$ cat src/rtl/gcd_pkg.sv
// Shared constants for the GCD controller: FSM state encoding and
// datapath mux select values.
package gcd_pkg;

   localparam logic [2:0] S_IDLE   = 3'd0;
   localparam logic [2:0] S_LOAD_A = 3'd1;
   localparam logic [2:0] S_LOAD_B = 3'd2;
   localparam logic [2:0] S_RUN    = 3'd3;
   localparam logic [2:0] S_DONE   = 3'd4;
   localparam logic [2:0] S_ERR    = 3'd5;

   // X/Y operand mux selects
   localparam logic SEL_A = 1'b0;
   localparam logic SEL_B = 1'b1;

   // bus mux select
   localparam logic SEL_EXT = 1'b0;
   localparam logic SEL_SUB = 1'b1;

endpackage

$ cat src/rtl/gcd_iter_counter.sv
// Iteration counter: synchronous clear/increment, tc when count==MAX_ITER.
// Ports: clk, rst_n, clr, inc in; count, tc out.
module gcd_iter_counter #(
   parameter int          ITER_W   = 16,
   parameter int unsigned MAX_ITER = 16'hFFFF
) (
   input  logic              clk,
   input  logic              rst_n,
   input  logic              clr,
   input  logic              inc,
   output logic [ITER_W-1:0] count,
   output logic              tc
);

   logic [ITER_W-1:0] count_q;
   logic [ITER_W-1:0] count_d;

   always_comb begin
      count_d = count_q;
      if (clr) begin
         count_d = '0;
      end else if (inc) begin
         count_d = count_q + 1'b1;
      end
   end

   always_ff @(posedge clk or negedge rst_n) begin
      if (!rst_n) begin
         count_q <= '0;
      end else begin
         count_q <= count_d;
      end
   end

   assign count = count_q;
   assign tc    = (count_q == ITER_W'(MAX_ITER));

endmodule

$ cat src/rtl/gcd_controller.sv
// Control FSM for the GCD subtract-compare datapath.
// Ports: start/op_a/op_b request in, eq/lt/gt flags in; ldA/ldB, sel1/sel2/
// sel_in, dp_data drive the datapath; busy/done/err_*/iter_count report status.
module gcd_controller
   import gcd_pkg::*;
#(
   parameter int          WIDTH    = 16,
   parameter int          ITER_W   = 16,
   parameter int unsigned MAX_ITER = 16'hFFFF
) (
   input  logic              clk,
   input  logic              rst_n,
   input  logic              start,
   input  logic [WIDTH-1:0]  op_a,
   input  logic [WIDTH-1:0]  op_b,
   input  logic              eq,
   input  logic              lt,
   input  logic              gt,
   output logic              ldA,
   output logic              ldB,
   output logic              sel1,
   output logic              sel2,
   output logic              sel_in,
   output logic [WIDTH-1:0]  dp_data,
   output logic              busy,
   output logic              done,
   output logic              err_zero,
   output logic              err_timeout,
   output logic [ITER_W-1:0] iter_count
);

   logic [2:0]       state_q, state_d;
   logic [WIDTH-1:0] a_q, a_d;
   logic [WIDTH-1:0] b_q, b_d;
   logic             ez_q, ez_d;
   logic             et_q, et_d;
   logic             cnt_clr;
   logic             cnt_inc;
   logic             cnt_tc;

   gcd_iter_counter #(
      .ITER_W   (ITER_W),
      .MAX_ITER (MAX_ITER)
   ) u_cnt (
      .clk   (clk),
      .rst_n (rst_n),
      .clr   (cnt_clr),
      .inc   (cnt_inc),
      .count (iter_count),
      .tc    (cnt_tc)
   );

   always_comb begin
      state_d = state_q;
      a_d     = a_q;
      b_d     = b_q;
      ez_d    = ez_q;
      et_d    = et_q;
      cnt_clr = 1'b0;
      cnt_inc = 1'b0;
      ldA     = 1'b0;
      ldB     = 1'b0;
      sel1    = SEL_A;
      sel2    = SEL_A;
      sel_in  = SEL_EXT;
      dp_data = '0;
      done    = 1'b0;
      unique case (state_q)
         S_IDLE: begin
            if (start) begin
               a_d     = op_a;
               b_d     = op_b;
               ez_d    = 1'b0;
               et_d    = 1'b0;
               cnt_clr = 1'b1;
               if (op_a == '0 || op_b == '0) begin
                  ez_d    = 1'b1;
                  state_d = S_ERR;
               end else begin
                  state_d = S_LOAD_A;
               end
            end
         end
         S_LOAD_A: begin
            dp_data = a_q;
            ldA     = 1'b1;
            state_d = S_LOAD_B;
         end
         S_LOAD_B: begin
            dp_data = b_q;
            ldB     = 1'b1;
            state_d = S_RUN;
         end
         S_RUN: begin
            // the MAX_ITER-th subtraction has already been applied
            if (cnt_tc) begin
               et_d    = 1'b1;
               state_d = S_ERR;
            end else if (eq) begin
               state_d = S_DONE;
            end else if (gt) begin
               sel1    = SEL_A;
               sel2    = SEL_B;
               sel_in  = SEL_SUB;
               ldA     = 1'b1;
               cnt_inc = 1'b1;
            end else if (lt) begin
               sel1    = SEL_B;
               sel2    = SEL_A;
               sel_in  = SEL_SUB;
               ldB     = 1'b1;
               cnt_inc = 1'b1;
            end
         end
         S_DONE, S_ERR: begin
            done    = 1'b1;
            state_d = S_IDLE;
         end
         default: state_d = S_IDLE;
      endcase
   end

   always_ff @(posedge clk or negedge rst_n) begin
      if (!rst_n) begin
         state_q <= S_IDLE;
         a_q     <= '0;
         b_q     <= '0;
         ez_q    <= 1'b0;
         et_q    <= 1'b0;
      end else begin
         state_q <= state_d;
         a_q     <= a_d;
         b_q     <= b_d;
         ez_q    <= ez_d;
         et_q    <= et_d;
      end
   end

   assign busy        = (state_q == S_LOAD_A) ||
                        (state_q == S_LOAD_B) ||
                        (state_q == S_RUN);
   assign err_zero    = ez_q;
   assign err_timeout = et_q;

endmodule

$ cat config.mk
export PLATFORM = sky130hd
export DESIGN_NAME = gcd_controller
export DESIGN_NICKNAME = d
export VERILOG_FILES = /design/src/rtl/gcd_pkg.sv /design/src/rtl/gcd_iter_counter.sv /design/src/rtl/gcd_controller.sv
export SDC_FILE = /design/constraint.sdc
export NUM_CORES = 1
export LEC_CHECK = 0
export CORE_MARGIN = 2
export CORE_UTILIZATION = 49
export CTS_BUF_LIST = sky130_fd_sc_hd__clkbuf_4 sky130_fd_sc_hd__clkbuf_8
export DETAILED_ROUTE_END_ITERATION = 10
export GPL_ROUTABILITY_DRIVEN = 0
export GPL_TIMING_DRIVEN = 0
export MAX_ROUTING_LAYER = met4
export PLACE_DENSITY = 0.8
export RECOVER_POWER = 25
export SLEW_MARGIN = 20
export SYNTH_ARGS = -nofsm -noshare
export SYNTH_HDL_FRONTEND = slang
export SYNTH_SLANG_ARGS = --single-unit
$ cat constraint.sdc
create_clock -name clk -period 2.6 [get_ports clk]
set_input_delay 0.65 -clock clk [delete_from_list [all_inputs] [get_ports clk]]
set_output_delay 0.65 -clock clk [all_outputs]
set_load 0.01 [all_outputs]
# Word-level counts from Yosys, hierarchy flattened
# Index checks and enable logic that the tools add are counted.
# W data, S select, Z words.
[word_totals]
reg_bits = 53
latch_bits = 0
ram_bits = 0
rom_bits = 0
in_bits = 38
mem_count = 0
[classes]
n_addsub = 1
mul = 0
div_mod_pow = 0
order_cmp = 0
eq_ne = 9
shift = 0
mux = 30
bitwise = 0
reduce_logical = 12
[op_table]
columns = ["operator", "count"]
rows = [
  ["$logic_not A16 Y1", 2],
  ["$mux W16", 2],
  ["$pmux W16 S2", 1],
  ["$mux W1", 19],
  ["$add A16 B1 Y16 const B", 1],
  ["$eq A16 B16 Y1 const B", 1],
  ["$mux W3", 4],
  ["$pmux W3 S4", 1],
  ["$eq A3 B2 Y1 const B", 2],
  ["$eq A3 B3 Y1 const B", 2],
  ["$pmux W1 S2", 3],
  ["$ne A2 B2 Y1 const B", 2],
  ["$reduce_and A2 Y1", 2],
  ["$reduce_bool A2 Y1", 2],
  ["$eq A3 B1 Y1 const B", 1],
  ["$logic_not A3 Y1", 1],
  ["$logic_or A1 B1 Y1", 3],
  ["$ne A3 B3 Y1 const B", 1],
  ["$reduce_and A3 Y1", 1],
  ["$reduce_or A2 Y1", 1],
]

# Depth between registers and ports, before layout
# Gate-level depths: netlist of run 1.
[logic_depth]
ltp_word = 7
ltp_mapped = 8
ltp_nobuf = 7

# Hierarchy
# Synthesis of run 1 repeated with hierarchy kept, for this count alone.
[unflattened]
hier_cells = 218
hier_area_um2 = 2575.0
[modules_own_cells]
columns = ["module", "n_inst", "cells_each", "area_per_inst_um2", "seq_area_each_um2"]
rows = [
  ["gcd_controller", 1, 133, 1747.9, 925.9],
  ["gcd_iter_counter", 1, 85, 827.0, 400.4],
]

# Worst setup path after synthesis of run 1
# Ideal clock, no wire load.
[synth_timing]
path_kind = "register -> output"
from = "reg u_cnt.count_q[0], in the netlist u_cnt.count[0]"
to = "out ldA"
arrival_ns = 1.879
required_time_ns = 1.950
slack_ns = 0.071
stages_incl_launch_ff = 7
n_path_buf = 0
cell_sequence = "dfrtp_1 -> ha_1 -> nand3_4 -> nor4_4 -> nor2_1 -> and2_1 -> or2_2"
[synth_via]
elab_chain_len = 3
[synth_rtl]
columns = ["element", "line", "text"]
rows = [
  ["start: declaration", "gcd_iter_counter.sv:15", "logic [ITER_W-1:0] count_q;"],
  ["start signal: assignment", "gcd_iter_counter.sv:31", "count_q <= count_d;"],
  ["$eq A16 B16 Y1", "gcd_iter_counter.sv:36", "assign tc = (count_q == ITER_W'(MAX_ITER));"],
  ["$mux W1", "gcd_controller.sv:96", "if (cnt_tc) begin"],
  ["$pmux W1 S2", "gcd_controller.sv:68", "unique case (state_q)"],
  ["end: declaration", "gcd_controller.sv:19", "output logic ldA,"],
]
# No other way between the ends.

# Final worst setup path of run 1
# Same ends and word-level chain as after synthesis.

==> results of run 1 <==
## registers in the layout, indices dropped and copies added, names as in the netlist
name         flops
u_cnt.count     16
a_q             16
err_zero         1
state_q          3
b_q             16
err_timeout      1
## tightest hold or removal path: stages (launching register included)
cell,delay [ps]
sky130_fd_sc_hd__dfrtp_1,350
sky130_fd_sc_hd__nand2_1,50
sky130_fd_sc_hd__nand2_1,60
## power by group
part / internal (mW) / leakage, nW / switching, mW
clock: 0.223 / 0.0477 / 0.273
combinational: 0.869 / 1.12 / 0.958
sequential: 1.11 / 0.675 / 0.169
total: 2.20 / 1.84 / 1.40
## cells in the final DEF (no fill, tap or decap), drive strengths merged, types with 9 or more instances in the layout
master         instances
nand2                110
a22o                  16
o21ai                 15
clkbuf                25
dfrtp                 53
buf                   36
nor3                   9
nand3                 10
dlygate4sd2            9
nor2                  16
clkdlybuf4s50         55
nor4                  13
## metal layers
layer	routed length, um	up-vias
met5	0	-
li1	-	1272
met2	4020	167
met4	172	0
met1	3140	1288
met3	657	19
## cell usage after synthesis (3+ instances only)
library cell / instances / share of area
sky130_fd_sc_hd__a21oi_1: 5 / 0.0093
sky130_fd_sc_hd__a22o_1: 16 / 0.052
sky130_fd_sc_hd__clkbuf_1: 9 / 0.013
sky130_fd_sc_hd__dfrtp_1: 53 / 0.50
sky130_fd_sc_hd__inv_1: 4 / 0.0056
sky130_fd_sc_hd__nand2_1: 109 / 0.15
sky130_fd_sc_hd__nand3_1: 9 / 0.017
sky130_fd_sc_hd__nand4_1: 7 / 0.016
sky130_fd_sc_hd__nor2_1: 16 / 0.022
sky130_fd_sc_hd__nor3_1: 8 / 0.015
sky130_fd_sc_hd__nor4_1: 12 / 0.028
sky130_fd_sc_hd__o21ai_0: 5 / 0.0093
sky130_fd_sc_hd__o21ai_1: 10 / 0.019
sky130_fd_sc_hd__or2_2: 3 / 0.0070
sky130_fd_sc_hd__or3_1: 4 / 0.0093
sky130_fd_sc_hd__xnor2_1: 3 / 0.0098
## layout make-up
type                    instances  area share
plain buffers                  14      0.0238
clock buffers                   7      0.0231
inverters                       5     0.00674
multi-input cells             234       0.343
flip-flops and latches         53       0.342
well taps                      70      0.0225
repair buffers                105       0.239
## per-stage QoR
step                instances  utilization  hold WS, ps
CTS                       481        0.744          395
floorplan                 307            -          354
global placement          455        0.681          459
global route              488        0.749          502
detailed placement        455        0.682          463
finish                    488        0.749          485
## kinds of logic (layout without fill, tap and decap cells)
| family | after synthesis | after routing | synth area share |
|---|---|---|---|
| multiplexers | 1 | 1 | 0.00374 |
| XOR/XNOR | 5 | 5 | 0.0164 |
| adder cells (fa/ha/maj) | 1 | 1 | 0.00467 |
| buffers and inverters | 20 | 131 | 0.0369 |
| flip-flops | 53 | 53 | 0.495 |
| AO/OA/AOI/OAI | 41 | 41 | 0.107 |
| AND/OR/NAND/NOR | 186 | 186 | 0.336 |
## how the worst max path moves through the flow
stage	depth (start not counted)	to	from	slack [ps]
after floorplan	6	ldA	u_cnt.count[0]$_DFFE_PN0P_	70
after global placement	5	dp_data[13]	state_q[1]$_DFFE_PN0P_	-810
after detailed placement	6	sel_in	eq	-750
after CTS	7	ldA	u_cnt.count[1]$_DFFE_PN0P_	-60
after global routing	7	ldA	u_cnt.count[0]$_DFFE_PN0P_	-70
final	7	ldA	u_cnt.count[0]$_DFFE_PN0P_	-0.3
## what timing repair did
| item | 4_1_cts | 5_1_grt |
|---|---|---|
| pin swaps | 11 | 9 |
| buffers inserted | 20 | 7 |
| gates resized for setup | 65 | 21 |
| endpoints found under the setup margin | 21 | 14 |
==> impl_metrics.toml, run 1 <==
[worst_setup_path]
crit_path_top_delay_cell = "sky130_fd_sc_hd__nor4_4"
cp-end-kind = "output pin"
crit_path_cell_trace = "ha_4, nand3_4, nor4_4, nor2_4, and2_4, or2_4, buf_6"
critPathMaxStageDelay_ps = 420
critPathLaunchType = "register"
path_max_fanout = 3
r2r_cells = 8
path_delay_family = "simple AND/OR/NAND/NOR gates"
reg2reg_to = "u_cnt.count[5]$_DFFE_PN0P_"
r2r_setup_slack_ps = 410
worst_ep_arrival_time_ps = 1950
timing.rr.start = "u_cnt.count[0]$_DFFE_PN0P_"
crit_required_ps = 1950
worst_setup_path_type = "register to output pin"
crit_buf_inv = 1

[sta]
maxSlewHeadroom = 0.111
postLayoutSetupSlackWorst_ps = -0.338
min_period_ps = 2600
setup_viol = 1
maxSlewViolCount = 0
finClkSkew_ps = 9.57
worst_pin_slew_ps = 1330
final.setup.tns_ps = -0.338
grt_setup_unrepaired = "yes"
fmax_mhz = 385
ratio_of_final_minimum_period_to_clock_period = 1.00
hold_violations = 0

[layout]
flow.area_growth_from_synthesis_pct = 45.5
layout-drive-gt1-share = 0.189
final_cell_area_mm2 = 0.00390
seq_area_mm2 = 0.00133
n_fill_cell = 394
nNetsFinal = 457
multi_input_comb_area_mm2 = 0.00134
insertedDiodeCount = 0

[clocking]
cts.root.buffer_cell = "sky130_fd_sc_hd__clkbuf_8"
tritoncts.num_buffers = 5
cts_htree_levels = 2
clkSinkCount = 53
clock_tree_from_tritoncts = "done"
clkSlewWorstSetupHoldPaths_ps = 100
clk-insertion-delay-late_ps = 310
ctsHoldBuffers = 0
cts-root-to-sink-buffers = 2

[yosys]
postSynthCellCount = 307
syn_area_mm2 = 0.00268
ys.warnings.count = 0
ys_async_sr_fraction = 1.00
postSynthNetCount = 346
yosys_register_bits = 53
synth.distinct_cells = 44
synth_ff_type = "sky130_fd_sc_hd__dfrtp_1"
synth-edff-count = 0
syn-mean-instance-area_um2 = 8.72
synth-seq-area-share = 0.495

[pwr]
power_density_mw_per_mm2 = 925
leakagePower_nw = 1.84
total_power_draw_mw = 3.60
vdd_drop_max_uv = 534

[detailed_routing]
post-route-drc-count = 0
routed_wl_um = 7980
detailedRoute.firstIterationViolations = 272
drt_pass1_iterations = 4
dr_total_vias = 2746
route.detailed.wl_per_inst_um = 16.4
detail-route-antenna-nets = 0
route.detailed.vias_per_inst = 5.63

[outcome]
failed_checks = "negative setup slack"
run_status = "finished, violations left"

[floorplanning]
dieArea_mm2 = 0.00607
die_width_um = 77.9
floorplan.initialDensity = 0.514
chipHeight_um = 77.9
floorplan.rows = 26
core_area_mm2 = 0.00520
i_o_pin_total = 79

[global_routing]
global_route_wire_length_before_repair_um = 12800
initial_antenna_violation_count = 0
grt_pass1_vias = 2618
grt_usage = 0.278
busiest_layer = "met2"
gr-usage-met3 = 0.0581
use_met1 = 0.348
maximum_number_of_pins_on_one_net_before_global_route_repair = 54
met2_resource_use_gr = 0.463
gr-total-overflow = 0

[hold_path]
path_category_of_the_worst_min_delay_check = "register to register"
hold_path_depth = 2
worstHoldStart = "a_q[0]$_DFFE_PN0P_"
worstHoldEndpoint = "a_q[0]$_DFFE_PN0P_"

[place]
post_place_worst_slack_ps = -753
buffer_ports.inserted = 78
hpwl_um = 5120
dpl_cell_area_mm2 = 0.00355

[run]
maxCapViolations = 0
(Power assumes the default switching activity.)
==> inputs of run 2 (changes only) <==
CORE_UTILIZATION = 47   (was 49)
CTS_BUF_LIST = unset   (was sky130_fd_sc_hd__clkbuf_4 sky130_fd_sc_hd__clkbuf_8)
PLACE_DENSITY = 0.78   (was 0.8)
SLEW_MARGIN = 40   (was 20)
TNS_END_PERCENT = 10   (was unset)
==> run 2 against run 1 <==
  * The run now ends clean
  * Core utilization down 5.3 points
  * Sequential share of layout area up 0.57 points
  * Routed wire length down 4.4%
  * Final area down 1.6%
  * Combinational power down 9%
==> impl_metrics.toml, run 2 (same netlist as run 1, synthesis figures left out) <==
[layout]
layout_commonest_cell = "sky130_fd_sc_hd__nand2_1"
insertedDiodeCount = 0
highest_count_cells_in_the_layout_ignoring_fill_and_taps = "sky130_fd_sc_hd__nand2_1 (109), sky130_fd_sc_hd__clkdlybuf4s50_1 (55), sky130_fd_sc_hd__dfrtp_1 (49), sky130_fd_sc_hd__buf_4 (17), sky130_fd_sc_hd__dlygate4sd2_1 (17)"
flow.area_growth_from_synthesis_pct = 43.1
nNetsFinal = 446
final_cell_area_mm2 = 0.00383
layout-drive-gt1-share = 0.142

[worst_setup_path]
path_delay_family = "simple AND/OR/NAND/NOR gates"
cp-end-kind = "output pin"
critPathLaunchType = "register"
path_max_fanout = 4
crit_buf_inv = 1
crit_path_cell_trace = "ha_4, nand3_4, nor4_4, nor2_4, and2_4, or2_4, buf_6"
crit_required_ps = 1950
setup.worst_path.start = "u_cnt.count[0]$_DFFE_PN0P_"
worst_ep_arrival_time_ps = 1920
crit_path_top_delay_cell = "sky130_fd_sc_hd__dfrtp_1"
critPathMaxStageDelay_ps = 400
worst_setup_path_type = "register to output pin"
timing.rr.start = "state_q[0]$_DFFE_PN0P_"

[floorplanning]
die_width_um = 79.5
chipHeight_um = 79.5
floorplan.rows = 27
i_o_pin_total = 79
core_area_mm2 = 0.00551
floorplan.initialDensity = 0.486
dieArea_mm2 = 0.00632

[detailed_routing]
detailedRoute.firstIterationViolations = 197
dr_total_vias = 2740
routed_wl_um = 7630
detail-route-antenna-nets = 0
wl_met3_um = 545
highest_layer = "met4"
route.detailed.vias_per_inst = 5.71
met1Wirelength_um = 3120
drt_pass1_iterations = 5
post-route-drc-count = 0
route.detailed.wl_per_inst_um = 15.9
wl_met2_um = 3800

[clocking]
clk-insertion-delay-late_ps = 310
tritoncts.num_buffers = 5
cts-root-to-sink-buffers = 2
cts_htree_levels = 2
cts.root.buffer_cell = "sky130_fd_sc_hd__clkbuf_8"
clock_tree_from_tritoncts = "done"
clkSinkCount = 53
ctsHoldBuffers = 0
clkSlewWorstSetupHoldPaths_ps = 100

[sta]
grt_setup_unrepaired = "yes"
holdWs_ps = 360
ratio_of_final_minimum_period_to_clock_period = 0.989
min_period_ps = 2570
finClkSkew_ps = 6.94
hold_violations = 0
maxSlewHeadroom = 0.346
fmax_mhz = 389
setup_viol = 0
worst_pin_slew_ps = 981
maxSlewViolCount = 0

[global_routing]
grt_usage = 0.264
maximum_number_of_pins_on_one_net_before_global_route_repair = 41
initial_antenna_violation_count = 0
global_route_wire_length_before_repair_um = 12600
grt_pass1_vias = 2715
gr-total-overflow = 0

[pwr]
power.internal_mw = 2.12
comb_pwr_share = 0.483
seqPwrFrac = 0.370
sw_frac_of_total = 0.387
vdd_drop_max_uv = 554
power_density_mw_per_mm2 = 902
leakagePower_nw = 1.81
clock_power_share = 0.147
switchingPower_mw = 1.34

[outcome]
run_status = "completed"

[run]
maxCapViolations = 0

[place]
dpl_cell_area_mm2 = 0.00357
buffer_ports.inserted = 78
hpwl_um = 5320

[hold_path]
path_category_of_the_worst_min_delay_check = "input port to async pin"
## run 2: changes by cell type in the layout (fill, tap and decap cells not counted), sizes merged
cell	change
buf	-12
clkbuf	-8
clkinv	+1
dlygate4sd2	+8
dlymetal6s2s	+1
## run 2: routing by layer
layer  vias to the layer above  GRT usage
met5                         -          -
met1                      1327      0.326
met3                        19     0.0509
met2                       141      0.432
met4                         0     0.0966
li1                       1253          -
## run 2: metrics by stage
stage / utilization / cells / power [mW] / TNS, ps / setup WS, ps
6_report: 0.696 / 480 / 3.46 / 0 / 29.4
5_1_grt: 0.696 / 480 / 3.69 / -84.8 / -43.4
4_1_cts: 0.698 / 480 / 3.42 / -240 / -132
3_5_place_dp: 0.648 / 458 / 2.88 / -6240 / -710
3_3_place_gp: 0.644 / 457 / 2.82 / -48520 / -720
2_1_floorplan: - / 307 / 2.15 / 0 / 71.4
## run 2: final timing paths
path	endpoint	slack, ps	cells after the start
worst min register to register	b_q[3]$_DFFE_PN0P_	480	2
worst max-delay path	ldA	30	7
worst min-delay path	u_cnt.count[14]$_DFFE_PN0P_	360	1
worst max register to register	a_q[3]$_DFFE_PN0P_	530	7
min in group clk	b_q[3]$_DFFE_PN0P_	480	2
max in group asynchronous	u_cnt.count[7]$_DFFE_PN0P_	780	2
## run 2: cell type report
cell class	count	area (um2)
fillers	457	1670
multi-input cells	234	1330
flip-flops and latches	53	1330
repair buffers	94	868
clock buffers	7	96.3
well taps	72	90.1
plain buffers	14	82.6
inverters	5	26.3
clock inverters	1	5.00
## run 2: what timing repair did
| item | in CTS | in global routing |
|---|---|---|
| endpoints found under the setup margin | 21 | 6 |
| cloned | 0 | 0 |
| gates resized for setup | 47 | 14 |
| setup buffers | 14 | 1 |
| hold endpoints to repair | 0 | 0 |
| pin swaps | 9 | 9 |
## run 2: power by group through the flow
stage	Clock [mW]	Combinational [mW]	Sequential, mW
after global placement	0	1.55	1.28
after detailed placement	0	1.59	1.29
after CTS	0.511	1.64	1.27
final	0.510	1.67	1.28
after global routing	0.553	1.83	1.31
after floorplan	0	0.885	1.26
==> inputs of run 3 (changes only) <==
CAP_MARGIN = 20   (was unset)
clock period = 2.89 ns   (was 2.6 ns; I/O delays follow)
==> run 3 against run 2 <==
  * First-iteration DRC count shrank 15%
  * Setup slack gained 71 ps
  * Combinational power shrank 13%
  * Global-route usage shrank 0.80 points
  * Highest routed layer unchanged
  * Clock skew shrank 0.68 ps
==> impl_metrics.toml, run 3 (same netlist as run 1, synthesis figures left out) <==
[detailed_routing]
detail-route-antenna-nets = 0
wl_met3_um = 481
wl_met2_um = 3790
route.detailed.vias_per_inst = 5.62
route.detailed.wl_per_inst_um = 15.7
highest_layer = "met4"
met1Wirelength_um = 3140
dr_total_vias = 2701
detailedRoute.firstIterationViolations = 168
post-route-drc-count = 0
drt_pass1_iterations = 4
routed_wl_um = 7540

[global_routing]
global_route_wire_length_before_repair_um = 12300
initial_antenna_violation_count = 0
maximum_number_of_pins_on_one_net_before_global_route_repair = 41
grt_usage = 0.256
grt_pass1_vias = 2640
gr-total-overflow = 0

[worst_setup_path]
critPathMaxStageDelay_ps = 430
cp-end-kind = "output pin"
path_depth = 6
path_max_fanout = 4
crit_path_cell_trace = "clkdlybuf4s50_1, nand4bb_4, nor2_4, nand3b_1, a21oi_1, clkdlybuf4s15_1"
crit_required_ps = 2170
crit_buf_inv = 2
crit_path_top_delay_cell = "sky130_fd_sc_hd__clkdlybuf4s50_1"
path_delay_family = "buffers and inverters"
worst_ep_arrival_time_ps = 2070
critPathLaunchType = "input port"
r2r_cells = 7
worst_setup_path_type = "input port to output pin"

[floorplanning]
dieArea_mm2 = 0.00632
i_o_pin_total = 79
floorplan.initialDensity = 0.486
chipHeight_um = 79.5
floorplan.rows = 27
core_area_mm2 = 0.00551
die_width_um = 79.5

[pwr]
vdd_drop_max_uv = 422
power_density_mw_per_mm2 = 802
leakagePower_nw = 1.78

[sta]
finClkSkew_ps = 6.26
hold_violations = 0
postLayoutSetupSlackWorst_ps = 100
setup_viol = 0
grt_setup_unrepaired = "no"
fmax_mhz = 358
holdWs_ps = 441
maxSlewHeadroom = 0.358
maxSlewViolCount = 0
min_period_ps = 2790
worst_pin_slew_ps = 963
ratio_of_final_minimum_period_to_clock_period = 0.965

[clocking]
clk-insertion-delay-late_ps = 300
clkSlewWorstSetupHoldPaths_ps = 90
clkSinkCount = 53
clock_tree_from_tritoncts = "done"
cts_htree_levels = 2
cts-root-to-sink-buffers = 2
ctsHoldBuffers = 0
tritoncts.num_buffers = 5
cts.root.buffer_cell = "sky130_fd_sc_hd__clkbuf_8"

[layout]
layout-drive-gt1-share = 0.144
final-instance-count-excl-fill = 481
seq_area_mm2 = 0.00134
layout_commonest_cell = "sky130_fd_sc_hd__nand2_1"
multi_input_comb_area_mm2 = 0.00132
final_cell_area_mm2 = 0.00382
flow.area_growth_from_synthesis_pct = 42.7
highest_count_cells_in_the_layout_ignoring_fill_and_taps = "sky130_fd_sc_hd__nand2_1 (109), sky130_fd_sc_hd__clkdlybuf4s50_1 (62), sky130_fd_sc_hd__dfrtp_1 (46), sky130_fd_sc_hd__buf_4 (17), sky130_fd_sc_hd__a22o_1 (16)"
nNetsFinal = 447
insertedDiodeCount = 0
n_fill_cell = 460

[place]
dp.cells = 458
dpl_cell_area_mm2 = 0.00357
post_place_worst_slack_ps = -565
hpwl_um = 5320
buffer_ports.inserted = 78

[outcome]
run_status = "completed"

[run]
maxCapViolations = 0

[hold_path]
path_category_of_the_worst_min_delay_check = "input port to async pin"
==> run 3: what timing repair did <==
item                       in CTS  in global routing
resized for setup              35                  7
setup endpoints to repair      21                  3
pin swaps                       5                  4
buffers inserted                4                 11
gates cloned                    0                  0
==> run 3: final timing paths <==
path / start / end / slack, ps
worst max-delay path: eq / ldB / 100
worst max register to register: state_q[0]$_DFFE_PN0P_ / a_q[3]$_DFFE_PN0P_ / 880
min in group clk: b_q[3]$_DFFE_PN0P_ / b_q[3]$_DFFE_PN0P_ / 480
max in group asynchronous: rst_n / u_cnt.count[12]$_DFFE_PN0P_ / 990
worst min-delay path: rst_n / u_cnt.count[14]$_DFFE_PN0P_ / 440
worst min register to register: b_q[3]$_DFFE_PN0P_ / b_q[3]$_DFFE_PN0P_ / 480
==> run 3: layer usage <==
metal  global-route usage  vias to the layer above
met3               0.0373                       15
met4               0.0914                        0
li1                     -                     1250
met1                0.318                     1307
met5                    -                        -
met2                0.428                      129
==> run 3: metrics by stage <==
stage                     TNS [ps]  utilization  power [mW]
after detailed placement     -3250        0.648        2.59
after global routing             0        0.694        3.28
after CTS                        0        0.683        3.07
after global placement      -32720        0.644        2.54
final                            0        0.694        3.07
after floorplan                  0            -        1.93
==> run 3: report_power, final <==
part	internal [mW]	switching (mW)
Sequential	1.00	0.152
Combinational	0.675	0.785
Clock	0.217	0.237
==> run 3: final cells by class <==
class | instances | share of cell area
inverters | 5 | 0.00491
clock buffers | 7 | 0.0252
multi-input cells | 234 | 0.344
well taps | 72 | 0.0236
clock inverters | 1 | 0.00131
flip-flops and latches | 53 | 0.349
repair buffers | 94 | 0.227
plain buffers | 15 | 0.0246
==> edit 1: new RTL, settings of run 3 <==
Take the reset off `b_q` and load it in a clocked block of its own.
--- a/src/rtl/gcd_controller.sv
+++ b/src/rtl/gcd_controller.sv
@@ -124,16 +124,18 @@
       if (!rst_n) begin
          state_q <= S_IDLE;
          a_q     <= '0;
-         b_q     <= '0;
          ez_q    <= 1'b0;
          et_q    <= 1'b0;
       end else begin
          state_q <= state_d;
          a_q     <= a_d;
-         b_q     <= b_d;
          ez_q    <= ez_d;
          et_q    <= et_d;
       end
+   end
+
+   always_ff @(posedge clk) begin
+      b_q <= b_d;
    end
 
    assign busy        = (state_q == S_LOAD_A) ||
Check against the original RTL: no difference found for any inputs over 10 cycles, from zero or initial values and one cycle with rst_n low; that may be too few to reach the edited logic, so the function may still have changed.
==> edit 1 against run 3 <==
The run now ends with max-capacitance violations, max-slew violations left; design area decreased by 0.69%; synthesized area down 4.5%; clock skew up 0.0028 ns; worst setup slack got worse by 0.030 ns; total power decreased by 3.0%; wire length is 0.64% higher; clock power is 14% higher; sequential share of layout area increased by 2.3 points; via count is 6.4% lower; final cell count shrank 11%; sequential cell count did not move.
==> edit 1: results (changes against run 3) <==
----------------------------------------------------
[Worst setup path]
  Crit path max-delay cell type ... dfrtp_1
  Largest fanout on the critical path ... 10 (+6)
  Type of the worst setup path ... reg -> out
  Worst-case register-to-register setup slack ... 0.62 ns (-0.26 ns)
  Worst R2R Path Depth ... 5 (-2)

[Routing]
  DR vias ... 2529 (-6.4%)
  Routed wire length on met3 ... 477 µm (-0.83%)
  Routed met1 length ... 3.165 mm (+0.86%)

[Synthesis]
  Most frequent cells after synthesis ... nand2_1, dfrtp_1, a22o_1, edfxtp_1, nor4_1
  Library cells used by synthesis ... 42 (-4.5%)
  Syn avg cell area ... 10.27 µm² (+18%)
  Share of synthesized area occupied by flip-flops and latches ... 0.5502 (+0.05484)

[Finish]
  Share of final-layout standard cells stronger than drive strength 1 ... 0.1699 (+0.02566)
  Final Instance Count excl. Fillers ... 429 (-11%)
  Layout fillers ... 346 (-25%)

[Timing]
  Final Skew ... 0.009035 ns (+0.002775 ns)
  Max Slew Vio Count ... 38 (+38)

[Global routing]
  Met3 layer usage reported by global route ... 0.03837 (+0.001042)
  Vias in the first global route ... 2438 (-7.7%)
  M1 GR Usage ... 0.3575 (+0.03993)
  Met2 global-route usage ... 0.4138 (-0.01394)
  Largest net degree at the start of global routing ... 38 (-7.3%)

[Flow run]
  Number of max-cap violations ... 1 (+1)

[Status]
  Status ... finished with violations
  Failing checks ... max-capacitance violations, max-slew violations

[Placement]
  Worst Setup Slack post-DPL ... -0.7305 ns (-0.1653 ns)

[Power]
  Max IR drop VDD ... 439.4 µV (+4.2%)

[Clock tree]
  Clock insertion delay at the later pin of the skew report ... 0.32 ns (+0.02 ns)

----------------------------------------------------
[edit 1: cell type report]
type	instances	area, µm²	area share
Sequential cell	53	1414	0.3726
Multi-Input combinational cell	179	1137	0.2997
Timing Repair Buffer	104	958.4	0.2526
Tap cell	70	87.58	0.02308
Clock buffer	5	68.82	0.01813
Buffer	11	67.56	0.01780
Clock inverter	3	46.29	0.01220
Inverter	4	15.01	0.003956
[edit 1: worst max-delay path by stage]
stage	startpoint	slack [ns]	cells past startpoint	end
after floorplan	u_cnt.count[0]$_DFFE_PN0P_	0.26	6	ldA
after global placement	eq	-0.74	5	sel_in
after detailed placement	eq	-0.73	5	sel_in
after CTS	state_q[1]$_DFFE_PN0P_	-0.01	6	dp_data[0]
after global routing	u_cnt.count[1]$_DFFE_PN0P_	-0.02	7	sel_in
final	u_cnt.count[1]$_DFFE_PN0P_	0.07	7	sel_in
[edit 1: cell families (layout without fill, tap and decap cells)]
family | count (synthesis) | after routing | synth area share
and+or+nand+nor | 125 | 125 | 0.2521
DFF | 53 | 53 | 0.5502
buffers and inverters | 17 | 127 | 0.02741
muxes | 3 | 3 | 0.01224
AOI/OAI and AO/OA | 50 | 50 | 0.1532
adders and majority gates | 1 | 1 | 0.004894
[edit 1: what timing repair did]
| item | 4_1_cts | 5_1_grt |
|---|---|---|
| endpoints found under the hold margin | 0 | 0 |
| pin swaps | 6 | 6 |
| resized for setup | 30 | 8 |
| setup endpoints to repair | 21 | 12 |
| setup buffers | 21 | 5 |
[edit 1: report_power, final]
| part | switching [µW] | internal [µW] | total, µW |
|---|---|---|---|
| Sequential | 111 | 988 | 1100 |
| Clock | 259 | 260 | 518 |
| Combinational | 684 | 673 | 1360 |
[edit 1: tightest hold or removal path, cell delays in order (launching register included)]
cell,delay (ns)
dfrtp_1,0.35
nand2_1,0.05
nand2_1,0.06
==> edit 2: new RTL, settings of run 3 <==
Without the edit above. `MAX_ITER` is set to 16'hFFFF in 2 places; all go to 16'h8000.
--- a/src/rtl/gcd_iter_counter.sv
+++ b/src/rtl/gcd_iter_counter.sv
@@ -2,7 +2,7 @@
 // Ports: clk, rst_n, clr, inc in; count, tc out.
 module gcd_iter_counter #(
    parameter int          ITER_W   = 16,
-   parameter int unsigned MAX_ITER = 16'hFFFF
+   parameter int unsigned MAX_ITER = 16'h8000
 ) (
    input  logic              clk,
    input  logic              rst_n,
--- a/src/rtl/gcd_controller.sv
+++ b/src/rtl/gcd_controller.sv
@@ -6,7 +6,7 @@
 #(
    parameter int          WIDTH    = 16,
    parameter int          ITER_W   = 16,
-   parameter int unsigned MAX_ITER = 16'hFFFF
+   parameter int unsigned MAX_ITER = 16'h8000
 ) (
    input  logic              clk,
    input  logic              rst_n,
Function: no difference found for any inputs over 10 cycles, from zero or initial values and one cycle with rst_n low; that may be too few to reach the edited logic, so the function may still have changed.
==> edit 2 against run 3 <==
The run now ends with negative setup slack left; highest routed layer unchanged; design area is 0.49% higher; synthesized area is 1.4% lower; wire length is 0.80% lower; worst setup slack worse by 0.12 ns; critical path type unchanged; combinational power is 16% higher; hold slack better by 0.043 ns; total power is 8.1% higher; sequential cell count stayed put.
==> edit 2: results (changes against run 3) <==
----------------------------------------------------
[Routing]
  Wire length on met2 ... 3.609 mm (-4.8%)
  Final wirelength ... 7.484 mm (-0.80%)
  Number of DRC markers in iteration 0 ... 187 (+11%)
  DR vias/cell ... 5.499 (-2.1%)
  Routed wire length on met3 ... 410 µm (-15%)

[Global routing]
  Overall fraction of global-route tracks in use ... 0.2525 (-0.003170)
  Met2 global-route usage ... 0.3737 (-0.05400)
  Vias in the first global route ... 2435 (-7.8%)
  Global-route wire length before repair ... 11.92 mm (-2.8%)
  Largest net degree at the start of global routing ... 30 (-27%)
  M1 GR Usage ... 0.3482 (+0.03067)

[Synthesis]
  Most frequent cells after synthesis ... nand2_1, dfrtp_1, a22o_1, nor2_1, nor3_1
  Library cells used by synthesis ... 41 (-6.8%)
  Mux contribution to synthesized area ... 0.003790 (+0.00005136)
  Share of synthesized area occupied by flip-flops and latches ... 0.5021 (+0.006805)
  Cells taking the most area after synthesis ... dfrtp_1, nand2_1, a22o_1
  Share of the synthesized area in compound gates (AO/OA/AOI/OAI) ... 0.1227 (+0.01521)
  Net count of the mapped netlist ... 347 (+0.29%)
  Post-synthesis share of cell area spent on full adders, half adders and majority gates ... 0.009474 (+0.004801)

[Placement]
  Estimated wirelength of the detail-placed design ... 5.179 mm (-2.6%)

[Power]
  Max IR drop VDD ... 483.2 µV (+15%)

[Timing]
  Transition at the pin with the smallest max-transition slack ... 1.330 ns (+0.3670 ns)
  Final Skew ... 0.008442 ns (+0.002181 ns)
  Worst Slack Setup Final ... -0.02101 ns (-0.1211 ns)
  Total setup violations reported at the end of the flow ... 1 (+1)

[Hold path]
  Type of the most critical hold path ... reg -> reg

[Clock tree]
  Clock insertion delay at the later pin of the skew report ... 0.32 ns (+0.02 ns)

[Worst setup path]
  Worst R2R Path Depth ... 8 (+1)

[Status]
  Status ... finished with violations
  Failing checks ... negative setup slack

[Finish]
  Final Net Count ... 448 (+0.22%)
  Share of final-layout standard cells stronger than drive strength 1 ... 0.1369 (-0.007335)

----------------------------------------------------
## edit 2: cell type report
cell class	instances	share of cell area
timing repair buffer	96	0.2330
tap	72	0.02346
clock buffer	5	0.01792
multi-input combinational	232	0.3412
inverter	6	0.007820
buffer	14	0.02346
clock inverter	3	0.006517
sequential	53	0.3467
## edit 2: worst paths after layout
check,start,endpoint,slack [ns]
setup / recovery,lt,sel_in,-0.02
hold / removal,b_q[2]$_DFFE_PN0P_,b_q[2]$_DFFE_PN0P_,0.48
setup reg to reg,state_q[2]$_DFFE_PN0P_,u_cnt.count[14]$_DFFE_PN0P_,0.60
hold reg to reg,b_q[2]$_DFFE_PN0P_,b_q[2]$_DFFE_PN0P_,0.48
max in group asynchronous,rst_n,state_q[1]$_DFFE_PN0P_,0.79
min in group asynchronous,rst_n,a_q[7]$_DFFE_PN0P_,0.68
## edit 2: power by group
group,internal [µW],total [µW],leakage [µW],switching (µW)
logic,874,1700,0.00114,830
registers,1000,1170,0.000681,169
clock network,177,441,0.0000452,264
total,2050,3310,0.00186,1260
## edit 2: tightest hold or removal path, cell delays in order (launching register included)
cell and delay, ns:
dfrtp_1 0.35, nand2_1 0.05, nand2_1 0.06
## edit 2: timing repair
action / CTS / global route
pin swaps: 3 / 5
resized for setup: 41 / 15
endpoints found under the setup margin: 21 / 13
buffers inserted: 4 / 13
## edit 2: stage by stage
step | total power, µW | std cells | hold WS, ns | setup TNS, ns | worst slack (ns)
after floorplan | 1959 | 307 | 0.4269 | 0 | 0.07810
after global placement | 2583 | 457 | 0.4569 | -33.71 | -0.7859
after detailed placement | 2630 | 458 | 0.4625 | -4.182 | -0.7731
after CTS | 3162 | 468 | 0.3031 | -0.03691 | -0.02312
after global routing | 3557 | 481 | 0.5068 | -0.1462 | -0.07337
final | 3314 | 481 | 0.4842 | -0.02101 | -0.02101
